--- src/rtl/echo_result_averager.sv ---
// Batch averager between Echo_Correlation and UART_TX: accumulates 2^AVG_LOG2
// accepted tof/peak pairs and publishes one rounded mean per batch.
module echo_result_averager #(
  parameter int AVG_LOG2 = 3,
  parameter int TOF_W    = 20,
  parameter int PEAK_W   = 18
) (
  input  logic                clk_50M,
  input  logic                rst_n,
  input  logic [TOF_W-1:0]    echo_tof,
  input  logic [PEAK_W-1:0]   echo_peak,
  input  logic                processing_done,
  input  logic [PEAK_W-1:0]   min_peak,
  input  logic                clear,
  output logic [TOF_W-1:0]    avg_tof,
  output logic [PEAK_W-1:0]   avg_peak,
  output logic                avg_valid,
  output logic [AVG_LOG2:0]   batch_cnt,
  output logic [7:0]          reject_cnt
);

  localparam int N   = 1 << AVG_LOG2;
  localparam int CW  = AVG_LOG2 + 1;
  localparam int STW = TOF_W + AVG_LOG2;
  localparam int SPW = PEAK_W + AVG_LOG2;
  localparam logic [CW-1:0]  N_CNT  = CW'(N);
  localparam logic [STW-1:0] HALF_T = STW'(N / 2);
  localparam logic [SPW-1:0] HALF_P = SPW'(N / 2);

  typedef enum logic {ACCUM, DONE} state_e;

  state_e             state_q, state_d;
  logic [STW-1:0]     sumTof_q, sumTof_d;
  logic [SPW-1:0]     sumPeak_q, sumPeak_d;
  logic [CW-1:0]      batchCnt_q, batchCnt_d;
  logic [7:0]         rejectCnt_q, rejectCnt_d;
  logic [TOF_W-1:0]   avgTof_q, avgTof_d;
  logic [PEAK_W-1:0]  avgPeak_q, avgPeak_d;
  logic               avgValid_q, avgValid_d;

  logic               accept;
  logic               reject;
  logic [STW-1:0]     roundTof;
  logic [SPW-1:0]     roundPeak;

  assign accept    = processing_done && (echo_tof != '0) && (echo_peak >= min_peak);
  assign reject    = processing_done && !accept;
  assign roundTof  = sumTof_q + HALF_T;
  assign roundPeak = sumPeak_q + HALF_P;

  // DONE publishes and empties the batch first, so a sample arriving in that
  // same cycle lands in the fresh batch instead of being lost.
  always_comb begin
    state_d     = state_q;
    sumTof_d    = sumTof_q;
    sumPeak_d   = sumPeak_q;
    batchCnt_d  = batchCnt_q;
    rejectCnt_d = rejectCnt_q;
    avgTof_d    = avgTof_q;
    avgPeak_d   = avgPeak_q;
    avgValid_d  = 1'b0;

    if (state_q == DONE) begin
      avgTof_d   = TOF_W'(roundTof >> AVG_LOG2);
      avgPeak_d  = PEAK_W'(roundPeak >> AVG_LOG2);
      avgValid_d = 1'b1;
      sumTof_d   = '0;
      sumPeak_d  = '0;
      batchCnt_d = '0;
      state_d    = ACCUM;
    end

    if (clear) begin
      sumTof_d    = '0;
      sumPeak_d   = '0;
      batchCnt_d  = '0;
      rejectCnt_d = '0;
    end else if (accept) begin
      sumTof_d   = sumTof_d + STW'(echo_tof);
      sumPeak_d  = sumPeak_d + SPW'(echo_peak);
      batchCnt_d = batchCnt_d + CW'(1);
      if (batchCnt_d == N_CNT) state_d = DONE;
    end else if (reject && (rejectCnt_q != 8'hFF)) begin
      rejectCnt_d = rejectCnt_q + 8'd1;
    end
  end

  always_ff @(posedge clk_50M) begin
    if (!rst_n) begin
      state_q     <= ACCUM;
      sumTof_q    <= '0;
      sumPeak_q   <= '0;
      batchCnt_q  <= '0;
      rejectCnt_q <= '0;
      avgTof_q    <= '0;
      avgPeak_q   <= '0;
      avgValid_q  <= 1'b0;
    end else begin
      state_q     <= state_d;
      sumTof_q    <= sumTof_d;
      sumPeak_q   <= sumPeak_d;
      batchCnt_q  <= batchCnt_d;
      rejectCnt_q <= rejectCnt_d;
      avgTof_q    <= avgTof_d;
      avgPeak_q   <= avgPeak_d;
      avgValid_q  <= avgValid_d;
    end
  end

  assign avg_tof    = avgTof_q;
  assign avg_peak   = avgPeak_q;
  assign avg_valid  = avgValid_q;
  assign batch_cnt  = batchCnt_q;
  assign reject_cnt = rejectCnt_q;

endmodule

--- config.mk ---
export PLATFORM = sky130hd
export DESIGN_NAME = echo_result_averager
export DESIGN_NICKNAME = d
export VERILOG_FILES = /design/src/rtl/echo_result_averager.sv
export SDC_FILE = /design/constraint.sdc
export NUM_CORES = 1
export LEC_CHECK = 0
export CELL_PAD_IN_SITES_DETAIL_PLACEMENT = 1
export CELL_PAD_IN_SITES_GLOBAL_PLACEMENT = 1
export CORE_MARGIN = 4
export CORE_UTILIZATION = 43
export CTS_CLUSTER_SIZE = 30
export DETAILED_ROUTE_END_ITERATION = 8
export PLACE_DENSITY = 0.9
export SLEW_MARGIN = 20
export SYNTH_ARGS = -nofsm -noshare
export SYNTH_HDL_FRONTEND = slang
export SYNTH_SLANG_ARGS = --single-unit
export TNS_END_PERCENT = 50
--- constraint.sdc ---
create_clock -name clk_50M -period 6.3 [get_ports clk_50M]
set_input_delay 1.26 -clock clk_50M [delete_from_list [all_inputs] [get_ports clk_50M]]
set_output_delay 1.26 -clock clk_50M [all_outputs]
set_load 0.02 [all_outputs]
== Word-level counts from Yosys, hierarchy flattened ==
Cells that the tools add are included.

* RAM bits: 0
* Word-level logic and storage cells: 36
* ROM bits: 0
* Bits in latches: 0
* Output and inout port bits: 51
* Flip-flop bits (word level): 96
* Memories kept: 0

* $lt $le $gt $ge: 1
* Mux-type cells: 8
* Reductions and logical operators: 9
* Equality and inequality tests: 2
* $mul: 0
* Bitwise logic cells: 2
* $add $sub $neg: 6
* Shift-type cells: 0
* Div/mod/pow operators: 0

{| class="wikitable"
|+ Operator list
! operator !! number
|-
| 2-to-1 mux 23 bit || 2
|-
| 2-to-1 mux 21 bit || 2
|-
| adder 23 x 20 -> 23 bit || 1
|-
| adder 23 x 3 -> 23 bit, second input constant || 1
|-
| adder 21 x 18 -> 21 bit || 1
|-
| adder 21 x 3 -> 21 bit, second input constant || 1
|-
| nonzero test 20 bit || 1
|-
| >= comparator 18 bit || 1
|-
| adder 8 x 1 -> 8 bit, second input constant || 1
|-
| 2-to-1 mux 4 bit || 2
|-
| != test 8 bit, second input constant || 1
|-
| adder 4 x 1 -> 4 bit, second input constant || 1
|-
| == test 4 bit, second input constant || 1
|-
| logical AND 1 bit || 4
|-
| OR reduction 3 bit || 1
|-
| 2-to-1 mux 1 bit || 2
|-
| inverter 1 bit || 2
|-
| AND reduction 2 bit || 1
|-
| OR reduction 2 bit || 1
|-
| zero test 1 bit || 1
|}

== Depth between registers and ports, before layout ==
Gate-level depths: netlist (run 1).

* Word-level depth: 7
* Mapped depth: 12
* Mapped depth without buffers: 10

== Least setup slack after synthesis (run 1) ==
No wires, ideal clock.

* Kind: input port to flip-flop
* Start point: input port echo_tof[0]
* End point: register sumTof_q[14]
* Cell stages on the path: 9
* Arrival: 3.340 ns
* Slack: 2.843 ns
* Setup time: 0.117 ns
* Cells stage by stage: ha_1 > fa_1 > a211oi_1 > o21bai_1 > o31a_1 > a31oi_1 > o21ai_0 > xnor2_1 > a22o_1

* Word-level cells in the longest chain between the ends: 4
* Elaborated cells on any way between the ends: 5
* Classes of those cells: add/sub (1); mux (1); reduce/logical (3)

{| class="wikitable"
|+ Ends and longest elaborated chain
! item !! RTL line !! text
|-
| start: declaration || 10 || <nowiki>input logic [TOF_W-1:0] echo_tof,</nowiki>
|-
| branches (longest 3 deep; another with adder 23 x 20 -> 23 bit) || -- ||
|-
| 2-to-1 mux 23 bit (*) || 78 || <nowiki>end else if (accept) begin</nowiki>
|-
| end signal: assignment || 100 || <nowiki>sumTof_q <= sumTof_d;</nowiki>
|-
| end: declaration || 33 || <nowiki>logic [STW-1:0] sumTof_q, sumTof_d;</nowiki>
|}

Every way passes the cells marked *.
A chain may end at the register's enable or synchronous reset.

== Worst setup path after layout (run 1) ==
* Start point: input port min_peak[17]
* End point: register sumPeak_q[17]

* Word-level cells in the longest chain between the ends: 3

{| class="wikitable"
|+ Ends and longest elaborated chain
! item !! RTL line !! text
|-
| start: declaration || 13 || <nowiki>input logic [PEAK_W-1:0] min_peak,</nowiki>
|-
| >= comparator 18 bit || 46 || <nowiki>assign accept = processing_done && (echo_tof != '0) && (echo_peak >= min_peak);</nowiki>
|-
| logical AND 1 bit || 46 ||
|-
| 2-to-1 mux 21 bit || 78 ||
|-
| end signal: assignment || 101 || <nowiki>sumPeak_q <= sumPeak_d;</nowiki>
|-
| end: declaration || 34 || <nowiki>logic [SPW-1:0] sumPeak_q, sumPeak_d;</nowiki>
|}

Every way passes these cells.

==> metrics, run 1 <==
clock tree buffer depth=2; drt drc=0; most frequent cell after synthesis=dfxtp_1; Worst R2R Start=state_q$_SDFF_PP0_; sequential area share after synthesis=28.7%; First-pass DRT Iterations=4; Final period util=66.9%; Tot GR Track Use=22.6%; RSZ-0062 raised after global routing=no; Worst Max-Slew Pin Slew=734 ps; Num Clock Sinks=96; Top FF cell, synth=dfxtp_1; Peak VDD IR=0.130 mV; highest clock rate=237 MHz; Rel. slew slack=50.4%; critical path peak fanout=28; CP startpoint=min_peak[17]; count of final hold-check violations=0; CP arrival=4510 ps; Worst Setup End Kind=flip-flop; H-tree Lvls=3; Worst R2R Path Depth=9; ys async rst share=0%; Reg clk slew, reported paths=70 ps; antenna-violating nets left=0; CTS buffer count=9; final setup vio count=0; utilization after layout=54.1%; WHS=466 ps; share of cells above drive strength 1=3.56%; PostCTS Resize Cnt=0; global route total overflow=0; postcts setup bufs=0; fill count=1,830; Most Frequent Cell on Critical Path=nand2_1; register bit count reported by yosys=96; RD Place Congestion=0.878; Post-Syn Area=6700 um2; Worst Skew=8.41 ps; post-layout min period=4220 ps; Hold Crit Class=flip-flop to flip-flop; final wirelength=20.2 mm; Post-synth EDFFs=0; DR vias=6,426; DP HPWL=15.3 mm; pin count of the biggest net entering global routing=72; initial core utilization=44.0%; root buf cell=clkbuf_16; Multi-input gate area=4520 um2; Setup CP Type=primary input to flip-flop; maxcap violations=0; syn nets=952; P_leak=3.23 nW; vias in the first global route=6,533; crit path cell chain=clkdlybuf4s50_1 > inv_1 > ha_1 > nand2_1 > o21ai_2 > a41oi_1 > a211oi_2 > nand2_1 > buf_4 > nor2_1 > a32o_1; Crit-path slowest cell=nor2_1; Ports=111; slowest cell delay on critical path=600 ps; ANT cells=0; CTS tree=built; FF-to-FF End=sumPeak_q[19]$_SDFF_PP0_; WL per Instance=18.1 um; Worst EP required=6600 ps; Nets=1,043; post-cts hold buffer count=0; status=complete, no violations; top cell type's share of synthesized area=28.7%; top cells by area, synth=dfxtp_1 29%, ha_1 11%, nand2_1 5.0%; post-synth top area cell=dfxtp_1; via/cell ratio=5.77; pwr dens=171 nW/um2; end of the critical path=sumPeak_q[17]$_SDFF_PP0_; max-slew violation count=0; Cell Rows=45; Setup crit start kind=primary input; Chip Width=133 um; first-pass GRT wire length=32.8 mm; synthesized area per cell=8.07 um2; IO buf count=110; Yosys warnings=0; core area=15,200 um2; R2R Setup Slk=2600 ps; DRT iter0 DRCs=335; Mapped Cells=830; area grow syn2layout=22.8%; area occupied by registers=1930 um2; die height=133 um; Commonest cells post-synth=96 x dfxtp_1, 89 x nand2_1, 71 x nor2_1, 64 x a21oi_1, 60 x ha_1; die area=17,600 um2; later-pin clock latency in the skew report=360 ps; initial antenna violation count=0; TNS Setup=0 ps; Netlist cell types=62
-- cell type report --
type,count,share of cell area [%]
Clock inverter,7,0.898
Timing Repair Buffer,114,13.8
Multi-Input combinational cell,672,55.0
Clock buffer,9,2.74
Sequential cell,96,23.4
Inverter,28,1.28
Tap cell,188,2.86
-- logic make-up (layout without fill, tap and decap cells) --
kind of cell | Yosys count | after routing | share of synthesized area, %
AND/OR/NAND/NOR | 302 | 302 | 22.3
AO/OA/AOI/OAI | 240 | 240 | 24.5
adder cells (fa/ha/maj) | 62 | 62 | 11.8
flip-flops | 96 | 96 | 28.7
XOR/XNOR | 61 | 61 | 7.98
multiplexers | 7 | 7 | 1.05
buffers and inverters | 62 | 158 | 3.72
-- layout by cell type, fill, tap and decap left out, drive strengths merged, types with 31 or more instances in the layout --
cell           count
xor2              31
nand2             89
a21oi             64
dfxtp             96
inv               32
nor2b             45
nor2              71
a211oi            45
ha                60
clkdlybuf4s50    110
o21ai             31
-- critical path: cells and delay by family --
family / cells / cell delay, ps
buffers and inverters: 3 / 850
AND/OR/NAND/NOR: 3 / 1080
AO/OA/AOI/OAI: 4 / 1000
adder cells (fa/ha/maj): 1 / 310
-- worst min path at each step --
| stage | startpoint | end | cells past startpoint |
|---|---|---|---|
| after global routing | batch_cnt[2]$_SDFF_PP0_ | state_q$_SDFF_PP0_ | 2 |
| final | batch_cnt[2]$_SDFF_PP0_ | state_q$_SDFF_PP0_ | 2 |
| after floorplan | sumPeak_q[20]$_SDFF_PP0_ | sumPeak_q[20]$_SDFF_PP0_ | 2 |
| after global placement | batch_cnt[2]$_SDFF_PP0_ | state_q$_SDFF_PP0_ | 2 |
| after CTS | batch_cnt[2]$_SDFF_PP0_ | state_q$_SDFF_PP0_ | 2 |
| after detailed placement | batch_cnt[2]$_SDFF_PP0_ | state_q$_SDFF_PP0_ | 2 |
-- metrics by stage --
| step | setup slack [ps] | instance area (um2) | power [mW] | cells |
|---|---|---|---|---|
| 2_1_floorplan | 2840 | 6700 | 0.779 | 830 |
| 3_3_place_gp | 1880 | 7920 | 0.860 | 1098 |
| 3_5_place_dp | 1760 | 7920 | 0.867 | 1098 |
| 4_1_cts | 2110 | 8220 | 1.42 | 1114 |
| 5_1_grt | 1910 | 8220 | 1.47 | 1114 |
| 6_report | 2080 | 8220 | 1.41 | 1114 |
-- sequential cells by signal, summed over array words and instances (netlist names) --
register    cells
batch_cnt       4
avg_tof        20
sumPeak_q      21
state_q         1
avg_peak       18
avg_valid       1
sumTof_q       23
reject_cnt      8
-- power by group --
part | switching, mW | leakage [nW] | internal (mW)
combinational | 0.130 | 2.31 | 0.104
clock | 0.270 | 0.147 | 0.281
sequential | 0.00855 | 0.775 | 0.612
-- layer usage --
layer  wire length [um]  up-vias  GRT usage (%)
met4                383        0           6.52
li1                   -     3208              -
met3                888       27           4.18
met2               9770      139           38.9
met1               9150     3052           28.8
met5                  0        -              0
Power figures use the tool's default switching activity.
==> run 2, diff against run 1 <==
Settings changed: CORE_UTILIZATION 43 to 40, PLACE_DENSITY 0.9 to 0.85.
Clock period 6.3 ns to 4.1 ns, I/O delays scaled along.
==> run 2 against run 1 <==
Against the previous run:
- die area is 7.0% higher
- power is 56% higher
- worst hold slack better by 22 ps
- highest routed layer unchanged
- final area is 1.1% higher
- largest cell class unchanged
- clock skew is 5.8 ps higher
==> metrics, run 2 (synthesis results as in run 1) <==
post-layout min period=3480 ps; Chip Width=137 um (+3.5%); Final Instance Area=8310 um2 (+1.1%); Rel. slew slack=43.8% (-6.6 points); status=complete, no violations; Sw Pwr=599 uW (+47%); later-pin clock latency in the skew report=360 ps (about the same); initial core utilization=40.7% (-3.4 points); Setup CP Type=primary input to flip-flop; pin count of the biggest net entering global routing=63 (-13%); DRT iter0 DRCs=264 (-21%); area grow syn2layout=24.1%; root buf cell=clkbuf_16; highest clock rate=287 MHz; Worst Max-Slew Pin Slew=840 ps (+106 ps); first-pass GRT wire length=32.8 mm (+0.17%); core area=16,500 um2 (+8.3%); max FFs per register=23 (unchanged); WHS=488 ps (+21.7 ps); H-tree Lvls=3 (unchanged); WL per Instance=17.7 um (-2.3%); IO buf count=110 (unchanged); die area=18,900 um2 (+7.0%); PostCTS Resize Cnt=0 (unchanged); Setup crit start kind=primary input; Hold Crit Class=flip-flop to flip-flop; antenna-violating nets left=0 (unchanged); critical path peak fanout=11 (-61%); Post-DP Area=8000 um2 (+1.0%); pwr dens=264 nW/um2 (+55%); most common cell after layout, fill and taps aside=clkdlybuf4s50_1; Final period util=85.0%; CTS buffer count=9 (unchanged); TNS Setup=0 ps (unchanged); DR vias=6,483 (+0.89%); initial antenna violation count=0 (unchanged); Internal Power=1.60 mW (+60%); postcts setup bufs=0 (unchanged); Cell Rows=47 (+4.4%); utilization after layout=50.5% (-3.6 points); vias in the first global route=6,558 (+0.38%); Clock power frac=40.0% (+0.8 points); Nets=1,047 (+0.38%); RSZ-0062 raised after global routing=no; leading cell types in the layout, fill and taps excluded=110 x clkdlybuf4s50_1, 95 x dfxtp_1, 89 x nand2_1; Biggest register=sumTof_q; Ports=111 (unchanged); Peak VDD IR=0.191 mV (+46%); share of cells above drive strength 1=3.98% (+0.41 points); ANT cells=0 (unchanged); Num Clock Sinks=96 (unchanged); final wirelength=20.4 mm (+0.83%); Sw Ratio=27.3% (-1.8 points); DP HPWL=15.6 mm (+2.2%); sequential share of power=43.4% (-0.8 points); fill count=2,040 (+11%); Reg clk slew, reported paths=80 ps (about the same); global route total overflow=0 (unchanged); Tot GR Track Use=21.8% (-0.74 points); P_leak=3.26 nW (+0.84%); Comb power frac=16.6% (about the same); RD Place Congestion=0.882 (+0.40%); Design Power=2.20 mW (+56%); clock tree buffer depth=2 (unchanged); First-pass DRT Iterations=4 (unchanged); final setup vio count=0 (unchanged); max-slew violation count=0 (unchanged); via/cell ratio=5.64 (-2.3%); Worst Setup End Kind=flip-flop; maxcap violations=0 (unchanged); count of final hold-check violations=0 (unchanged); CTS tree=built; post-cts hold buffer count=0 (unchanged); die height=137 um (+3.5%); CP arrival=3790 ps (-720 ps); drt drc=0 (unchanged); Worst Skew=14.2 ps (+5.82 ps); Worst EP required=4410 ps (-2190 ps)
==> run 2: cell types whose count changed in the layout (fill, tap and decap cells not counted) <==
cell,delta
inv_8,-2
clkbuf_8,+1
clkinv_8,-1
clkinv_4,-1
inv_6,-1
inv_4,+1
bufinv_16,+1
buf_4,+3
clkinvlp_4,+1
clkinv_2,+1
buf_12,+1
==> run 2: routing by layer <==
metal  up-vias  track usage (%)  part of all wire [%]
li1       3221                -                     -
met1      3083             27.8                    45
met2       148             37.5                    48
met3        31             4.20                   4.4
met4         0             6.43                   2.2
met5         -                0                     0
==> run 2: final cells by class <==
class	instances	area, um2	share of cell area (%)
Clock buffer	10	239	2.88
Clock inverter	6	66.3	0.798
Inverter	28	105	1.26
Multi-Input combinational cell	672	4520	54.4
Sequential cell	96	1930	23.2
Tap cell	220	275	3.31
Timing Repair Buffer	118	1170	14.1
==> run 2: per-stage QoR <==
step | setup WS (ps) | instances
global placement | 390 | 1134
CTS | 609 | 1150
finish | 616 | 1150
global route | 434 | 1150
detailed placement | 248 | 1134
floorplan | 1080 | 830
==> run 2: final timing paths <==
kind	from	end	slack [ps]	depth (start not counted)
worst max-delay path	min_peak[15]	sumPeak_q[13]$_SDFF_PP0_	620	10
worst min register to register	avg_tof[13]$_SDFFE_PN0P_	avg_tof[13]$_SDFFE_PN0P_	490	2
worst min-delay path	avg_tof[13]$_SDFFE_PN0P_	avg_tof[13]$_SDFFE_PN0P_	490	2
worst max register to register	state_q$_SDFF_PP0_	sumPeak_q[19]$_SDFF_PP0_	730	9
==> run 2: worst max-delay path: stages <==
cell             delay, ps
clkdlybuf4s50_1        470
inv_1                   40
ha_1                   280
a21oi_1                 80
o21ai_2                180
a41oi_1                 90
a211oi_2               460
nand2_1                350
nor2_1                 740
a32o_1                 270
==> run 2: power groups by stage <==
stage | Sequential, mW | Clock [mW] | Combinational [mW]
after floorplan | 0.973 | 0 | 0.224
after global placement | 0.974 | 0 | 0.352
after detailed placement | 0.975 | 0 | 0.363
after CTS | 0.954 | 0.893 | 0.366
after global routing | 0.955 | 0.931 | 0.404
final | 0.954 | 0.879 | 0.365
==> run 3, diff against run 2 <==
Settings changed: CORE_UTILIZATION 40 to 36, PLACE_DENSITY 0.85 to 0.81.
Clock period 4.1 ns to 3.1 ns, I/O delays scaled along.
==> run 3 against run 2 <==
Against the previous run:
- routed wire length grew 4.1%
- utilization fell by 1.4 points
- sequential share of layout area fell by 1.5 points
- clock skew decreased by 8.1 ps
- sequential power rose by 32%
- register-to-register slack lost 560 ps
- sequential cell count unchanged
- first-iteration DRC count grew 45%
- final cell count is 7.0% higher
- critical endpoint is now sumTof_q[19]$_SDFF_PP0_
- count of clock-buffer cells in the layout grew 1
- largest power group unchanged
- non-clock buffer count increased by 72
- worst hold slack got worse by 1.6 ps
==> metrics, run 3 (synthesis results as in run 1) <==
status=complete, no violations; DRT iter0 DRCs=382 (+45%); most common cell after layout, fill and taps aside=clkdlybuf4s50_1; root buf cell=clkbuf_16; initial antenna violation count=0 (unchanged); max-slew violation count=0 (unchanged); Nets=1,119 (+6.9%); Final period util=96.2%; Worst Max-Slew Pin Slew=773 ps (-67.1 ps); initial core utilization=36.9% (-3.8 points); H-tree Lvls=3 (unchanged); highest clock rate=335 MHz; Tot GR Track Use=20.6% (-1.2 points); post-cts hold buffer count=0 (unchanged); max FFs per register=23 (unchanged); Cell Rows=49 (+4.3%); die height=144 um (+5.1%); later-pin clock latency in the skew report=360 ps (about the same); area grow syn2layout=32.9%; post-layout min period=2980 ps; CP arrival=3250 ps (-540 ps); pwr dens=342 nW/um2 (+29%); Peak VDD IR=0.278 mV (+46%); First-pass DRT Iterations=5 (+1); Ports=111 (unchanged); critical path peak fanout=3 (-8); Biggest register=sumTof_q; Worst Setup End Kind=flip-flop; DR vias=6,719 (+3.6%); Chip Width=144 um (+5.1%); first-pass GRT wire length=34.6 mm (+5.5%); pin count of the biggest net entering global routing=57 (-9.5%); CTS buffer count=9 (unchanged); die area=20,800 um2 (+10%); final wirelength=21.2 mm (+4.1%); Final Instance Area=8900 um2 (+7.1%); CTS tree=built; leading cell types in the layout, fill and taps excluded=110 x clkdlybuf4s50_1, 95 x dfxtp_1, 89 x nand2_1; Setup crit start kind=primary input; share of cells above drive strength 1=11.3% (+7.3 points); core area=18,100 um2 (+10%); final setup vio count=0 (unchanged); global route total overflow=0 (unchanged); vias in the first global route=6,941 (+5.8%); count of final hold-check violations=0 (unchanged); Hold Crit Class=flip-flop to flip-flop; Worst EP required=3370 ps (-1040 ps); Num Clock Sinks=96 (unchanged); Worst Skew=6.10 ps (-8.13 ps); WL per Instance=17.2 um (-2.8%); final setup margin=117 ps (-499 ps); RSZ-0062 raised after global routing=no; maxcap violations=0 (unchanged); antenna-violating nets left=0 (unchanged); clock tree buffer depth=2 (unchanged); ANT cells=0 (unchanged); worst slack at placement=-277 ps (-525 ps); via/cell ratio=5.46 (-3.2%); Setup CP Type=primary input to flip-flop; IO buf count=110 (unchanged); Rel. slew slack=48.3% (+4.5 points); DP HPWL=16.6 mm (+6.3%); P_leak=3.62 nW (+11%); Reg clk slew, reported paths=70 ps (about the same); RD Place Congestion=0.878 (-0.42%); Post-DP Area=8540 um2 (+6.6%); drt drc=0 (unchanged)
## run 3: path summary, 6_finish.rpt
path | endpoint | from | slack, ps | depth (start not counted)
min reg2reg | avg_peak[10]$_SDFFE_PN0P_ | avg_peak[10]$_SDFFE_PN0P_ | 490 | 2
min | avg_peak[10]$_SDFFE_PN0P_ | avg_peak[10]$_SDFFE_PN0P_ | 490 | 2
max | sumTof_q[19]$_SDFF_PP0_ | echo_tof[1] | 120 | 9
max reg2reg | sumTof_q[19]$_SDFF_PP0_ | state_q$_SDFF_PP0_ | 170 | 9
## run 3: where the power goes
| part | switching (mW) | total, mW | internal (mW) |
|---|---|---|---|
| clock | 0.522 | 1.22 | 0.702 |
| combinational | 0.284 | 0.557 | 0.273 |
| sequential | 0.0164 | 1.26 | 1.25 |
## run 3: layer usage
metal  GRT usage, %  share of wire, %  vias to the layer above
li1               -                 -                     3349
met1           26.5                47                     3220
met2           35.6                48                      116
met3           3.51               3.1                       34
met4           5.55               2.2                        0
met5              0                 0                        -
## run 3: layout make-up
cell class,instances,area [um2]
Inverter,28,105
Timing Repair Buffer,190,1710
Clock buffer,11,264
Fill cell,2210,9250
Sequential cell,96,1930
Tap cell,229,287
Clock inverter,5,60.1
Multi-Input combinational cell,672,4550
## run 3: stage by stage
stage	power [mW]	setup TNS (ps)	instances	hold WS [ps]	utilization, %
floorplan	1.58	0	830	462	-
global placement	1.83	-2520	1214	472	47.0
detailed placement	1.84	-3890	1214	480	47.0
CTS	3.07	0	1230	490	48.8
global route	3.17	0	1231	514	49.0
finish	3.04	0	1231	486	49.0
## run 3: worst max-delay path, stage by stage
cell and delay (ps):
clkdlybuf4s50_1 480, ha_1 340, a211oi_1 240, nor2_1 100, o311ai_1 540, a311oi_2 230
a21oi_1 290, o21ai_0 170, o211ai_1 230
## run 3: repair_timing
| action | in CTS | in global routing |
|---|---|---|
| pin swaps | 0 | 1 |
| setup endpoints to repair | 1 | 12 |
| resized for setup | 1 | 3 |
| setup buffers | 0 | 1 |
